--- config.mk ---
export PLATFORM = sky130hd
export DESIGN_NAME = score_keeper
export DESIGN_NICKNAME = d
export VERILOG_FILES = /design/src/rtl/score_keeper.sv
export SDC_FILE = /design/constraint.sdc
export NUM_CORES = 1
export LEC_CHECK = 0
export ABC_AREA = 1
export CAP_MARGIN = 10
export CORE_MARGIN = 2
export CORE_UTILIZATION = 25
export DETAILED_ROUTE_END_ITERATION = 16
export PLACE_DENSITY = 0.4
export SLEW_MARGIN = 20
export SYNTH_ARGS = -nofsm -noshare
export SYNTH_HDL_FRONTEND = slang
export SYNTH_SLANG_ARGS = --single-unit
export TNS_END_PERCENT = 5
--- constraint.sdc ---
create_clock -name clock -period 2.1 [get_ports clock]
set_clock_uncertainty 0.15 [all_clocks]
set_input_delay 0.21 -clock clock [delete_from_list [all_inputs] [get_ports clock]]
set_output_delay 0.21 -clock clock [all_outputs]
set_load 0.1 [all_outputs]
--- src/rtl/score_keeper.sv ---
`default_nettype none
// ============================================================================
// Module   : score_keeper
// Purpose  : Pong match-score controller. Counts points from the ball/field
//            logic, drives both scoreboards' binary value and their shared
//            update strobe, paces refreshes on the converters' completion
//            flag and detects the win-by-margin end of a match.
// Ports    : clock      - system clock, rising edge
//            reset      - synchronous, active-high
//            point_p1/2 - 1-cycle pulse, player scored
//            new_game   - 1-cycle pulse, clear scores and restart
//            conv_done  - both scoreboards finished converting
//            score_p1/2 - binary scores to the scoreboards
//            update     - 1-cycle refresh strobe to both scoreboards
//            game_over  - match finished; winner valid (0=p1, 1=p2)
//            overrun    - sticky, a point was dropped
//            timeout    - sticky, conv_done never arrived in time
// Revision : 1.0 - initial release
// ============================================================================
module score_keeper #(
  parameter int SCORE_WIDTH  = 8,
  parameter int MAX_SCORE    = 99,
  parameter int WIN_SCORE    = 11,
  parameter int WIN_MARGIN   = 2,
  parameter int GUARD_CYCLES = 2,
  parameter int CONV_TIMEOUT = 64
) (
  input  logic                   clock,
  input  logic                   reset,
  input  logic                   point_p1,
  input  logic                   point_p2,
  input  logic                   new_game,
  input  logic                   conv_done,
  output logic [SCORE_WIDTH-1:0] score_p1,
  output logic [SCORE_WIDTH-1:0] score_p2,
  output logic                   update,
  output logic                   game_over,
  output logic                   winner,
  output logic                   overrun,
  output logic                   timeout
);

  localparam int CNT_W = $clog2(CONV_TIMEOUT + 1);

  localparam logic [SCORE_WIDTH-1:0] c_max_score  = SCORE_WIDTH'(MAX_SCORE);
  localparam logic [SCORE_WIDTH-1:0] c_win_score  = SCORE_WIDTH'(WIN_SCORE);
  localparam logic [SCORE_WIDTH-1:0] c_win_margin = SCORE_WIDTH'(WIN_MARGIN);
  localparam logic [CNT_W-1:0]       c_guard      = CNT_W'(GUARD_CYCLES);
  localparam logic [CNT_W-1:0]       c_wait_last  = CNT_W'(CONV_TIMEOUT - 1);

  typedef enum logic [2:0] {
    ST_PLAY      = 3'd0,
    ST_UPDATE    = 3'd1,
    ST_WAIT_CONV = 3'd2,
    ST_CHECK     = 3'd3,
    ST_GAME_OVER = 3'd4
  } state_t;

  state_t                 state_q,    state_d;
  logic [SCORE_WIDTH-1:0] score_p1_q, score_p1_d;
  logic [SCORE_WIDTH-1:0] score_p2_q, score_p2_d;
  logic                   pend_p1_q,  pend_p1_d;
  logic                   pend_p2_q,  pend_p2_d;
  logic                   winner_q,   winner_d;
  logic                   overrun_q,  overrun_d;
  logic                   timeout_q,  timeout_d;
  logic [CNT_W-1:0]       wait_cnt_q, wait_cnt_d;

  logic w_inc_p1;
  logic w_inc_p2;
  logic w_p1_wins;
  logic w_p2_wins;

  // The lead is only ever taken from the higher score, so the unsigned
  // subtraction can never wrap.
  assign w_p1_wins = (score_p1_q >= c_win_score) && (score_p1_q > score_p2_q) &&
                     ((score_p1_q - score_p2_q) >= c_win_margin);
  assign w_p2_wins = (score_p2_q >= c_win_score) && (score_p2_q > score_p1_q) &&
                     ((score_p2_q - score_p1_q) >= c_win_margin);

  // A pending point and a fresh point on the same PLAY cycle: the pending one
  // is applied now and the fresh one is re-pended, so nothing is lost.
  assign w_inc_p1 = point_p1 | pend_p1_q;
  assign w_inc_p2 = point_p2 | pend_p2_q;

  always_comb begin
    state_d    = state_q;
    score_p1_d = score_p1_q;
    score_p2_d = score_p2_q;
    pend_p1_d  = pend_p1_q;
    pend_p2_d  = pend_p2_q;
    winner_d   = winner_q;
    overrun_d  = overrun_q;
    timeout_d  = timeout_q;
    wait_cnt_d = wait_cnt_q;

    if (new_game) begin
      score_p1_d = '0;
      score_p2_d = '0;
      pend_p1_d  = 1'b0;
      pend_p2_d  = 1'b0;
      winner_d   = 1'b0;
      overrun_d  = 1'b0;
      timeout_d  = 1'b0;
      wait_cnt_d = '0;
      state_d    = ST_UPDATE;
    end else begin
      // While a refresh is in flight, points are parked in a one-deep
      // pending slot per player; a second one is dropped and flagged.
      if (state_q inside {ST_UPDATE, ST_WAIT_CONV, ST_CHECK}) begin
        if (point_p1) begin
          if (pend_p1_q) overrun_d = 1'b1;
          else           pend_p1_d = 1'b1;
        end
        if (point_p2) begin
          if (pend_p2_q) overrun_d = 1'b1;
          else           pend_p2_d = 1'b1;
        end
      end

      unique case (state_q)
        ST_PLAY: begin
          pend_p1_d = point_p1 & pend_p1_q;
          pend_p2_d = point_p2 & pend_p2_q;
          if (w_inc_p1 && (score_p1_q < c_max_score)) begin
            score_p1_d = score_p1_q + SCORE_WIDTH'(1);
          end
          if (w_inc_p2 && (score_p2_q < c_max_score)) begin
            score_p2_d = score_p2_q + SCORE_WIDTH'(1);
          end
          if (w_inc_p1 || w_inc_p2) begin
            state_d = ST_UPDATE;
          end
        end
        ST_UPDATE: begin
          wait_cnt_d = '0;
          state_d    = ST_WAIT_CONV;
        end
        ST_WAIT_CONV: begin
          // The converters' done flag may still be high from the previous
          // refresh during the guard window, so it is not trusted there.
          if ((wait_cnt_q >= c_guard) && conv_done) begin
            state_d = ST_CHECK;
          end else if (wait_cnt_q == c_wait_last) begin
            timeout_d = 1'b1;
            state_d   = ST_CHECK;
          end else begin
            wait_cnt_d = wait_cnt_q + CNT_W'(1);
          end
        end
        ST_CHECK: begin
          if (w_p1_wins) begin
            winner_d = 1'b0;
            state_d  = ST_GAME_OVER;
          end else if (w_p2_wins) begin
            winner_d = 1'b1;
            state_d  = ST_GAME_OVER;
          end else begin
            state_d = ST_PLAY;
          end
        end
        ST_GAME_OVER: begin
          state_d = ST_GAME_OVER;
        end
        default: begin
          state_d = ST_UPDATE;
        end
      endcase
    end
  end

  // Reset parks the FSM in UPDATE so the scoreboards are refreshed to 00 on
  // the first cycle after reset is released.
  always_ff @(posedge clock) begin
    if (reset) begin
      state_q    <= ST_UPDATE;
      score_p1_q <= '0;
      score_p2_q <= '0;
      pend_p1_q  <= 1'b0;
      pend_p2_q  <= 1'b0;
      winner_q   <= 1'b0;
      overrun_q  <= 1'b0;
      timeout_q  <= 1'b0;
      wait_cnt_q <= '0;
    end else begin
      state_q    <= state_d;
      score_p1_q <= score_p1_d;
      score_p2_q <= score_p2_d;
      pend_p1_q  <= pend_p1_d;
      pend_p2_q  <= pend_p2_d;
      winner_q   <= winner_d;
      overrun_q  <= overrun_d;
      timeout_q  <= timeout_d;
      wait_cnt_q <= wait_cnt_d;
    end
  end

  // The strobe is masked while reset is held, since the state register
  // already sits in UPDATE during reset.
  assign update    = (state_q == ST_UPDATE) & ~reset;
  assign game_over = (state_q == ST_GAME_OVER);
  assign score_p1  = score_p1_q;
  assign score_p2  = score_p2_q;
  assign winner    = winner_q;
  assign overrun   = overrun_q;
  assign timeout   = timeout_q;

endmodule
`default_nettype wire
Word-level counts from Yosys, hierarchy flattened
Cells that the tools add are included.

storage, ports and cells
  output and inout port bits = 21
  register bits = 31
  word-level logic and storage cells = 84

operators by class
  order comparisons = 9
  add/subtract/negate cells = 5
  multiplexer cells = 21
  eq/ne operators = 9
  reduce and logical (&&, ||, !) cells = 24
  bitwise operators = 7

operator list
  operator                                                           number
  adder 8 x 1 -> 8 bit, second input constant                        2
  greater-or-equal comparator 8 x 2 -> 1 bit, second input constant  2
  greater-or-equal comparator 8 x 4 -> 1 bit, second input constant  2
  > comparator 8 bit                                                 2
  less-than comparator 8 x 7 -> 1 bit, second input constant         2
  subtractor 8 bit                                                   2
  two-way mux 3 bit                                                  5
  case mux 3 bit (5 select lines)                                    1
  two-way mux 7 bit                                                  2
  case mux 7 bit (2 select lines)                                    1
  two-way mux 1 bit                                                  12
  AND reduction 2 bit                                                6
  nonzero test 2 bit                                                 5
  adder 7 x 1 -> 7 bit, second input constant                        1
  == test 7 x 6 -> 1 bit, second input constant                      1
  greater-or-equal comparator 7 x 2 -> 1 bit, second input constant  1
  logical AND 1 bit                                                  7
  == test 3 x 2 -> 1 bit, second input constant                      2
  inequality test 2 bit, second input constant                       3
  AND reduction 3 bit                                                2
  AND 1 bit                                                          3
  == test 3 x 1 -> 1 bit, second input constant                      1
  == test 3 bit, second input constant                               1
  logical NOT 3 bit                                                  1
  other kinds (6)                                                    8

Depth between registers and ports, before layout
  depth after elaboration = 6
  depth in mapped cells = 17
  depth with buffers taken out = 16

Worst setup path after synthesis
Ideal clock, no wire load.

  kind = register to register
  start = register score_p2_q[0], in the netlist score_p2[0]
  end = register state_q[2]
  setup slack = -676 ps
  data arrival time = 2,518 ps
  buffers on the path = 0
  required time = 1,841 ps
  cell stages (with the launch flop) = 15
  path through = dfxtp_1 inv_1 ha_1 inv_1 fa_1 a21oi_1 nand2_1 a21oi_1 nand3_1 nor2_1 nand2_1 nand2_1 nand3_1 nand2_1 inv_1

between the ends
  longest elaborated chain between the ends = 6

ends and longest elaborated chain
  what                                                                                    line    RTL
  start, declared                                                                         61      logic [SCORE_WIDTH-1:0] score_p2_q, score_p2_d;
  start signal, assigned                                                                  188     score_p2_q <= score_p2_d;
  subtractor 8 bit (tied with other cells)                                                79      ((score_p2_q - score_p1_q) >= c_win_margin);
  greater-or-equal comparator 8 x 2 -> 1 bit / logical AND 1 bit (equally long branches)  79, 78
  logical AND 1 bit                                                                       78      assign w_p2_wins = (score_p2_q >= c_win_score) && (score_p2_q > score_p1_q) &&
  two-way mux 3 bit                                                                       155     end else if (w_p2_wins) begin
  two-way mux 3 bit (*)                                                                   152     if (w_p1_wins) begin
  case mux 3 bit (5 select lines) (*)                                                     121     unique case (state_q)
  end signal, assigned                                                                    186     state_q <= state_d;
  end, declared                                                                           59      state_t state_q, state_d;

Mark *: on every way between the ends. The rest lies on a longest branch, timed or not.
A chain may end at the register's enable or synchronous reset.

Worst setup path in the final report
Same ends and word-level chain as after synthesis.

==> reports/qor.csv <==
stage,metric,value,unit
final_layout,area_delta_synth_final,31.2,%
timing,relSlewSlack,70.3,%
pwr,p_leak,1.44,nW
synthesis,synthAdderAreaFrac,12.2,%
worst_setup_path,cp_max_fo,3,
worst_setup_path,cp_data_required_time,2.13,ns
final_layout,drive_gt1_share,28.0,%
clock_network,cts_buffer_depth,2,
global_routing,antenna_found_initial,0,
floorplan,die_w,101,um
final_layout,nFillCells,1032,
worst_hold_path,min_path_type,flop to flop,
placement,numPortBuffers,26,
pwr,p_per_area,424,nW/um^2
synthesis,yosys.cell_types.count,36,
placement,place_congestion,0.807,
worst_setup_path,critPathKind,flop to flop,
timing,timing.hold.ws,0.306,ns
final_layout,antenna_cells,0,
floorplan,start_util,25.7,%
synthesis,syn_area,2370,um^2
global_routing,grt_usage,14.0,%
floorplan,row_count,35,
global_routing,grt_max_degree,17,
worst_setup_path,end_kind,flop,
clock_network,cts.sinks,31,
worst_setup_path,cp_common_cell,nand2_1,
clock_network,clock_latency,0.28,ns
synthesis,synth_compound_area_share,13.6,%
clock_network,tritoncts,done,
pwr,swShare,27.5,%
worst_setup_path,critical_path.max_stage_delay,0.44,ns
synthesis,netlist_instances,352,
synthesis,synth_top_family_by_area,simple AND/OR/NAND/NOR gates,
synthesis,ys_ff_latch,31,
pwr,ir_drop,0.258,mV
timing,final.period_utilization,97.9,%
final_layout,multi_input_area,1560,um^2
drt,viasPerCell,4.42,
pwr,power_frac_comb,15.1,%
clock_network,cts_buffers,5,
timing,hold_viol_final,0,
worst_setup_path,critPathLaunchType,flop,
placement,hpwl,5.45,mm
pwr,power.net_switching,363,uW
clock_network,clk_pin_slew,0.07,ns
timing,final.min_clock_period,2.06,ns
drt,vias,2349,
timing,drv_slew,0,
clock_network,htree_num_levels,2,
drt,initialDrtViolationCount,80,
synthesis,synthSimpleGateAreaFrac,35.9,%
timing,tns,0,ns
clock_network,hold_buffers,0,
synthesis,synthesis.nets,380,
job,max_cap_violations,0,
worst_setup_path,crit_chain,"inv_2, ha_4, inv_2, fa_2, a21oi_2, nand2_1, a21oi_2, nand3_1, nor2_1, nand2_1, nand2_1, nand3_1, nand2_1, inv_1",
timing,tightest_slew,0.445,ns
global_routing,grt_pass1_wl,11.2,mm
synthesis,synth_area_leaders,"dfxtp_1 (26%), nand2_1 (12%), ha_1 (11%)",
final_layout,final_util,33.7,%
timing,setup_ws,0.0432,ns
worst_setup_path,cp.arrival,2.09,ns
placement,preCtsSetupSlack,0.0152,ns
floorplan,core_area,9240,um^2
drt,routed_wl,6.65,mm
clock_network,cts-root-buf,clkbuf_8,
run_status,status,completed,
pwr,seqPwrFrac,45.1,%
pwr,clkPwrFrac,39.8,%
drt,wl_per_cell,12.5,um
synthesis,synth_xor_xnor_area_share,1.11,%
synthesis,ys_warn_count,0,
global_routing,grt_overflow,0,
worst_setup_path,slowest_stage,fa_2,
drt,route.detailed.drc,0,
timing,setup_viol,0,
floorplan,dieArea,10300,um^2
global_routing,first_global_vias,2354,
synthesis,synth_top_area_share,26.1,%
timing,max_clock_freq,486,MHz
synthesis,yosys-mux-area-fraction,0,%
pwr,fin_total_pwr,1.32,mW
final_layout,final_nets,430,
drt,postRouteAntennaNets,0,
drt,dr.pass1.iters,4,
floorplan,io_pins,27,
final_layout,regArea,663,um^2
synthesis,synth_area_leader_cell,dfxtp_1,
pwr,intPower,958,uW
synthesis,postSynthAreaPerCell,6.75,um^2
floorplan,die_y,101,um
timing,rsz0062_at_grt,true,
synthesis,synth_seq_area_share,26.1,%
cell usage in the layout (no fill, tap or decap), types with 12 or more instances in the layout:
| cell | count |
|---|---|
| nand3_1 | 21 |
| a21oi_1 | 29 |
| nor2_1 | 26 |
| ha_1 | 15 |
| nand2_1 | 79 |
| dfxtp_1 | 15 |
| o21ai_0 | 14 |
| inv_1 | 55 |
| buf_4 | 39 |
| nand4_1 | 12 |
logic make-up after synthesis:
group	count (synthesis)
buffers and inverters	66
adder cells (fa/ha/maj)	22
AND/OR/NAND/NOR	172
flip-flops	31
AO/OA/AOI/OAI	58
XOR/XNOR	3
final cells by class:
class / instances / area share [%]
clock buffers: 8 / 3.21
inverters: 62 / 7.59
multi-input cells: 255 / 50.1
flip-flops and latches: 31 / 21.3
well taps: 129 / 5.18
repair buffers: 47 / 12.7
synth_stat cells (all sizes together):
library cell   n
nor2          33
xor2           3
dfxtp         31
clkinv         1
o21a           1
nand4         13
nor3          10
fa             2
a21oi         33
o21bai         1
nand2         87
a22o           1
inv           61
or2            1
buf            3
nor3b          1
o211a          1
nand3         26
o21ai         17
o211ai         3
clkbuf         1
nor4           1
ha            20
o2111ai        1
path summary, 6_finish.rpt:
path	from	depth (start not counted)	slack, ns	to
min	timeout$_SDFFE_PP0P_	2	0.31	timeout$_SDFFE_PP0P_
max	score_p2[0]$_SDFFE_PP0P_	14	0.04	state_q[2]$_SDFFE_PP0P_
min reg2reg	timeout$_SDFFE_PP0P_	2	0.31	timeout$_SDFFE_PP0P_
max reg2reg	score_p2[0]$_SDFFE_PP0P_	14	0.04	state_q[2]$_SDFFE_PP0P_
power by group through the flow:
stage	Clock (mW)	Sequential, mW	Combinational, mW
2_1_floorplan	0	0.624	0.120
3_3_place_gp	0	0.609	0.197
3_5_place_dp	0	0.608	0.196
4_1_cts	0.549	0.595	0.201
5_1_grt	0.581	0.597	0.225
6_report	0.526	0.596	0.200
critical path: cells and delay by family (launching register included):
family                     cells  cell delay [ns]
buffers and inverters          3             0.15
AOI/OAI and AO/OA              2             0.21
and+or+nand+nor                7             0.52
DFF                            1             0.36
adders and majority gates      2             0.59
per-stage QoR:
stage          instances  cell area [um^2]
6_report             532              3120
5_1_grt              532              3120
4_1_cts              532              3060
3_5_place_dp         522              2930
3_3_place_gp         522              2930
2_1_floorplan        352              2420
flip-flops by register name, summed over array words and instances (netlist names):
register	count
overrun	1
pend_p1_q	1
pend_p2_q	1
score_p1	8
score_p2	8
state_q	3
timeout	1
wait_cnt_q	7
winner	1
what timing repair did:
action,in CTS,in global routing
resized for setup,5,14
setup buffers,2,0
pin swaps,5,12
setup endpoints to repair,1,3
metal layers:
| metal | global-route usage [%] | wire length (um) |
|---|---|---|
| met1 | 17.9 | 3210 |
| met4 | 3.43 | 70 |
| met3 | 1.93 | 122 |
| met2 | 24.8 | 3250 |
| met5 | 0 | 0 |
No activity file was read; power rests on OpenSTA's default activity.
